File: src/rtl/iomem_arbiter_if.sv
// rtl/iomem_arbiter_if.sv - 32-bit peripheral bus: valid/ready handshake with byte strobes.
interface iomem_arbiter_if;
    logic        valid;
    logic        ready;
    logic [3:0]  wstrb;
    logic [31:0] addr;
    logic [31:0] wdata;
    logic [31:0] rdata;

    modport master (output valid, wstrb, addr, wdata, input ready, rdata);
    modport slave  (input valid, wstrb, addr, wdata, output ready, rdata);
endinterface

File: src/rtl/iomem_arbiter.sv
// rtl/iomem_arbiter.sv - two-master round-robin arbiter for one peripheral bus port, with per-transaction timeout.
module iomem_arbiter #(
    parameter int TIMEOUT_CYCLES = 255
) (
    input  logic             clk,
    input  logic             reset,
    iomem_arbiter_if.slave   m0,
    iomem_arbiter_if.slave   m1,
    iomem_arbiter_if.master  s,
    output logic             timeout,
    output logic [7:0]       err_count
);
    localparam int TW = $clog2(TIMEOUT_CYCLES + 1);
    localparam logic [TW-1:0] TIMER_LAST = TW'(TIMEOUT_CYCLES - 1);

    typedef enum logic [1:0] {IDLE, BUSY, DONE} state_t;

    state_t        state_q, state_d;
    logic          grant_q, grant_d;
    logic          last_q, last_d;
    logic [TW-1:0] timer_q, timer_d;
    logic          s_valid_q, s_valid_d;
    logic [3:0]    wstrb_q, wstrb_d;
    logic [31:0]   addr_q, addr_d;
    logic [31:0]   wdata_q, wdata_d;
    logic [31:0]   rdata_q, rdata_d;
    logic          m0_ready_q, m0_ready_d;
    logic          m1_ready_q, m1_ready_d;
    logic          timeout_q, timeout_d;
    logic [7:0]    err_q, err_d;
    logic          sel;

    always_ff @(posedge clk or posedge reset) begin
        if (reset) begin
            state_q    <= IDLE;
            grant_q    <= 1'b0;
            last_q     <= 1'b1;
            timer_q    <= '0;
            s_valid_q  <= 1'b0;
            wstrb_q    <= '0;
            addr_q     <= '0;
            wdata_q    <= '0;
            rdata_q    <= '0;
            m0_ready_q <= 1'b0;
            m1_ready_q <= 1'b0;
            timeout_q  <= 1'b0;
            err_q      <= '0;
        end else begin
            state_q    <= state_d;
            grant_q    <= grant_d;
            last_q     <= last_d;
            timer_q    <= timer_d;
            s_valid_q  <= s_valid_d;
            wstrb_q    <= wstrb_d;
            addr_q     <= addr_d;
            wdata_q    <= wdata_d;
            rdata_q    <= rdata_d;
            m0_ready_q <= m0_ready_d;
            m1_ready_q <= m1_ready_d;
            timeout_q  <= timeout_d;
            err_q      <= err_d;
        end
    end

    always_comb begin
        state_d    = state_q;
        grant_d    = grant_q;
        last_d     = last_q;
        timer_d    = timer_q;
        s_valid_d  = s_valid_q;
        wstrb_d    = wstrb_q;
        addr_d     = addr_q;
        wdata_d    = wdata_q;
        rdata_d    = rdata_q;
        m0_ready_d = 1'b0;
        m1_ready_d = 1'b0;
        timeout_d  = 1'b0;
        err_d      = err_q;
        sel        = 1'b0;
        case (state_q)
            IDLE: begin
                if (m0.valid || m1.valid) begin
                    // On a tie the master that was not served last wins.
                    sel       = (m0.valid && m1.valid) ? ~last_q : m1.valid;
                    grant_d   = sel;
                    wstrb_d   = sel ? m1.wstrb : m0.wstrb;
                    addr_d    = sel ? m1.addr  : m0.addr;
                    wdata_d   = sel ? m1.wdata : m0.wdata;
                    timer_d   = '0;
                    s_valid_d = 1'b1;
                    state_d   = BUSY;
                end
            end
            BUSY: begin
                if (s.ready || timer_q == TIMER_LAST) begin
                    if (s.ready) begin
                        rdata_d = s.rdata;
                    end else begin
                        rdata_d   = 32'hFFFF_FFFF;
                        timeout_d = 1'b1;
                        if (err_q != 8'hFF) err_d = err_q + 8'd1;
                    end
                    s_valid_d  = 1'b0;
                    m0_ready_d = ~grant_q;
                    m1_ready_d = grant_q;
                    state_d    = DONE;
                end else begin
                    timer_d = timer_q + 1'b1;
                end
            end
            DONE: begin
                last_d  = grant_q;
                state_d = IDLE;
            end
            default: state_d = IDLE;
        endcase
    end

    assign s.valid   = s_valid_q;
    assign s.wstrb   = wstrb_q;
    assign s.addr    = addr_q;
    assign s.wdata   = wdata_q;
    assign m0.ready  = m0_ready_q;
    assign m1.ready  = m1_ready_q;
    assign m0.rdata  = rdata_q;
    assign m1.rdata  = rdata_q;
    assign timeout   = timeout_q;
    assign err_count = err_q;
endmodule

File: src/flat_wrapper.sv
// flat-port wrapper written by rule: the top's interface ports become plain ports
module iomem_arbiter_flat 
#(
    parameter int TIMEOUT_CYCLES = 255
)
  (clk, reset, timeout, err_count, m0_valid, m0_wstrb, m0_addr, m0_wdata, m0_ready, m0_rdata, m1_valid, m1_wstrb, m1_addr, m1_wdata, m1_ready, m1_rdata, s_valid, s_wstrb, s_addr, s_wdata, s_ready, s_rdata);
  iomem_arbiter_if m0_i ();
  iomem_arbiter_if m1_i ();
  iomem_arbiter_if s_i ();
  input  logic clk;
  input  logic reset;
  output logic timeout;
  output logic [7:0] err_count;
  input wire logic [$bits(m0_i.valid)-1:0] m0_valid;
  input wire logic [$bits(m0_i.wstrb)-1:0] m0_wstrb;
  input wire logic [$bits(m0_i.addr)-1:0] m0_addr;
  input wire logic [$bits(m0_i.wdata)-1:0] m0_wdata;
  output wire logic [$bits(m0_i.ready)-1:0] m0_ready;
  output wire logic [$bits(m0_i.rdata)-1:0] m0_rdata;
  input wire logic [$bits(m1_i.valid)-1:0] m1_valid;
  input wire logic [$bits(m1_i.wstrb)-1:0] m1_wstrb;
  input wire logic [$bits(m1_i.addr)-1:0] m1_addr;
  input wire logic [$bits(m1_i.wdata)-1:0] m1_wdata;
  output wire logic [$bits(m1_i.ready)-1:0] m1_ready;
  output wire logic [$bits(m1_i.rdata)-1:0] m1_rdata;
  output wire logic [$bits(s_i.valid)-1:0] s_valid;
  output wire logic [$bits(s_i.wstrb)-1:0] s_wstrb;
  output wire logic [$bits(s_i.addr)-1:0] s_addr;
  output wire logic [$bits(s_i.wdata)-1:0] s_wdata;
  input wire logic [$bits(s_i.ready)-1:0] s_ready;
  input wire logic [$bits(s_i.rdata)-1:0] s_rdata;
  assign m0_i.valid = m0_valid;
  assign m0_i.wstrb = m0_wstrb;
  assign m0_i.addr = m0_addr;
  assign m0_i.wdata = m0_wdata;
  assign m0_ready = m0_i.ready;
  assign m0_rdata = m0_i.rdata;
  assign m1_i.valid = m1_valid;
  assign m1_i.wstrb = m1_wstrb;
  assign m1_i.addr = m1_addr;
  assign m1_i.wdata = m1_wdata;
  assign m1_ready = m1_i.ready;
  assign m1_rdata = m1_i.rdata;
  assign s_valid = s_i.valid;
  assign s_wstrb = s_i.wstrb;
  assign s_addr = s_i.addr;
  assign s_wdata = s_i.wdata;
  assign s_i.ready = s_ready;
  assign s_i.rdata = s_rdata;
  iomem_arbiter #(.TIMEOUT_CYCLES(TIMEOUT_CYCLES)) u_core (.clk(clk), .reset(reset), .m0(m0_i), .m1(m1_i), .s(s_i), .timeout(timeout), .err_count(err_count));
endmodule
File: config.mk
export PLATFORM = sky130hd
export DESIGN_NAME = iomem_arbiter_flat
export DESIGN_NICKNAME = d
export VERILOG_FILES = /design/src/rtl/iomem_arbiter_if.sv /design/src/rtl/iomem_arbiter.sv /design/src/flat_wrapper.sv
export SDC_FILE = /design/constraint.sdc
export NUM_CORES = 1
export LEC_CHECK = 0
export CORE_AREA = 2 2 124 126
export CTS_BUF_LIST = sky130_fd_sc_hd__clkbuf_4 sky130_fd_sc_hd__clkbuf_8
export DETAILED_ROUTE_END_ITERATION = 7
export DIE_AREA = 0 0 126 128
export PLACE_DENSITY = 0.8
export SYNTH_ARGS = -nofsm -noshare
export SYNTH_HDL_FRONTEND = slang
export SYNTH_SLANG_ARGS = --single-unit
File: constraint.sdc
create_clock -name clk -period 11.9 [get_ports clk]
set_input_delay 2.38 -clock clk [delete_from_list [all_inputs] [get_ports clk]]
set_output_delay 2.38 -clock clk [all_outputs]
set_load 0.02 [all_outputs]
==> results.toml <==
[status]
status = "finished, final reports clean"

[pwr]
netSwitchingFraction_pct = 39.1
irDropWorstVdd_uv = 108
p_clk_share_pct = 15.3
combPwrFrac_pct = 52.0
leakagePower_nw = 3.89
power.density_nw_per_um2 = 243
seqPwrFrac_pct = 32.7
p_int_mw = 1.33
p_switching_uw = 855

[route]
firstDrtPassIters = 4
vias = 4720
drt_iter0_drc = 169
viasPerCell = 4.83
ant_nets = 0
drt-total-wl_um = 15200
post_drt_wl_per_cell_um = 15.6
route.detailed.drc = 0

[synthesis]
synthMuxAreaShare_pct = 13.3
syn_inst = 501
synth_top_family_by_area = "multiplexers"
synth-compound-area-share_pct = 13.0
yosys_warnings = 0
syn_nets = 677
yosysSeqAreaShare_pct = 55.5
syn-cell-area_um2 = 5590
syn_avg_cell_area_um2 = 11.2
ys_ff_latch = 124
synth-xor-area-share_pct = 0.940
synthSimpleGateAreaFrac_pct = 9.15
ys_types = 39
synthAdderAreaFrac_pct = 0.671

[placed_design]
dp.cells = 946
place_hpwl_um = 11700
gp_congestion = 0.758
io_buffer_count = 316
placed_area_um2 = 8640
dp_worst_setup_slack_ns = 7.07

[clock_tree]
cts_buffers = 17
hold_buffers = 0
cts_tree = "done"
post-cts-setup-buffer-count = 0
htree_levels = 4
cts-root-buf = "clkbuf_8"
cts_sinks = 124
clk_latency_ns = 0.42
clk_pin_slew_ns = 0.07
clockBufferDepth = 2
cts_resized = 0

[cells_and_area]
final_common_cell = "clkdlybuf4s50_1"
area_growth_pct = 61.1
stdcell_area_um2 = 9010
layout.cells.non_filler = 978
layout_common_cells = "clkdlybuf4s50_1 (316), dfrtp_1 (123), nand2_1 (81)"
diodes = 0
finalNetCount = 953
drive_gt1_share_pct = 5.95

[timing]
setup_ws_ns = 7.49
slew_headroom_pct = 25.6
finalSetupViolations = 0
rsz0062_at_grt = "no"
max_freq_ghz = 0.227
hold_viol_final = 0
fin_crit_sh_pct = 37.1
fin_crit_ns = 4.41
fin_skew_ns = 0.00757
tns_ns = 0
tightest_slew_ns = 1.12
drv_slew = 0

[critical_path]
crit_type = "in -> reg"
cp.required_ns = 12.15
arrival_ns = 4.66
path_max_fanout = 108
max_stage_delay_ns = 0.78
cp_slowest_cell = "buf_4"
worstSetupStartpointType = "input pin"
endpoint_kind = "flip-flop"
path_cells = "clkdlybuf4s50_1, o21ai_4, buf_4, o21ai_0"

[grt]
grt_pass1_vias = 4837
grt_first_pass_wirelength_um = 24500
gr-total-overflow = 0
grt_usage_pct = 19.0
antenna_found_initial = 0
grt_max_degree = 109

[hold_path]
hp-class = "reg -> reg"

[floorplan]
die_h_um = 128
die_x_um = 126
start_util_pct = 37.6
dieArea_um2 = 16100
rows = 45
io_pins = 317
core_area_um2 = 14900

[flow_run]
cap_violations = 0
## Yosys cell counts, drive strengths merged
library cell,count,area (um^2)
a21bo,1,10.0
a21boi,3,22.5
a21oi,1,5.00
a22o,1,8.76
a2bb2oi,1,8.76
a31oi,3,18.8
a41oi,1,8.76
and2,1,6.26
and3,3,18.8
and4,1,8.76
buf,53,367
clkbuf,10,37.5
dfrtp,123,3080
dfstp,1,26.3
ha,3,37.5
inv,3,11.3
mux2,3,33.8
mux2i,71,711
nand2,81,304
nand2b,1,6.26
nand3,7,47.6
nand4,2,12.5
nor2,5,18.8
nor2b,4,25.0
nor3,4,25.0
nor3b,2,26.3
nor4,2,12.5
o21a,1,7.51
o21ai,71,355
o22a,32,280
xor2,6,52.6
## critical path: cells and delay by family
| kind | cells | cell delay [ns] |
|---|---|---|
| buffers and inverters | 2 | 1.30 |
| AOI/OAI and AO/OA | 2 | 0.90 |
## state kept, by name, summed over array words and instances (netlist names)
name              count
u_core.m0.ready       1
u_core.s.wstrb        4
u_core.err_count      8
u_core.s.valid        1
u_core.s.addr        32
u_core.m0.rdata      32
u_core.m1.ready       1
u_core.timer_q        8
u_core.grant_q        1
u_core.timeout        1
u_core.state_q        2
u_core.s.wdata       32
u_core.last_q         1
## per-stage QoR
step | hold slack (ns) | util (%) | total power [mW]
after global placement | 0.459 | 58.1 | 1.84
final | 0.480 | 60.6 | 2.19
after global routing | 0.504 | 60.6 | 2.32
after detailed placement | 0.469 | 58.1 | 1.87
after floorplan | 0.433 | - | 1.35
after CTS | 0.481 | 60.6 | 2.22
## per-layer routing
metal / up-vias / track usage (%) / wire [um]
li1: 2267 / - / -
met1: 2235 / 20.4 / 5620
met2: 198 / 35.1 / 8230
met3: 20 / 6.43 / 1140
met4: 0 / 6.33 / 260
met5: - / 0 / 0
## cells by family (layout without fill, tap and decap cells)
kind of cell,count (synthesis),count (layout)
AOI/OAI and AO/OA,115,115
xor gates and xnor gates,6,6
adders and majority gates,3,3
buffers and inverters,66,355
DFF,124,124
muxes,74,74
and+or+nand+nor,113,113
## cell type report
type	instances	area, um^2
Fill cell	1219	5860
Multi-Input combinational cell	311	2100
Tap cell	188	235
Inverter	3	13.8
Clock buffer	25	325
Timing Repair Buffer	320	3190
Sequential cell	124	3100
Clock inverter	7	37.5
## final timing paths
check                                               start                               to  slack, ns  depth (start not counted)
max                                              m0_valid   u_core.s.wdata[26]$_DFFE_PP0P_       7.49                          4
min                        u_core.s.wdata[31]$_DFFE_PP0P_   u_core.s.wdata[31]$_DFFE_PP0P_       0.48                          2
max reg2reg                 u_core.timer_q[0]$_DFFE_PP0P_  u_core.m0.rdata[25]$_DFFE_PP0P_       9.73                          7
min reg2reg                u_core.s.wdata[31]$_DFFE_PP0P_   u_core.s.wdata[31]$_DFFE_PP0P_       0.48                          2
max in group asynchronous                           reset    u_core.s.addr[13]$_DFFE_PP0P_       8.10                          3
min in group asynchronous                           reset   u_core.m0.rdata[5]$_DFFE_PP0P_       2.36                          2
## power by group through the flow
stage | combinational [mW] | sequential [mW] | clock (mW)
after detailed placement | 1.15 | 0.724 | 0
after floorplan | 0.439 | 0.916 | 0
after global routing | 1.21 | 0.741 | 0.360
after global placement | 1.13 | 0.714 | 0
after CTS | 1.15 | 0.719 | 0.346
final | 1.14 | 0.716 | 0.334
(Power assumes the default switching activity.)
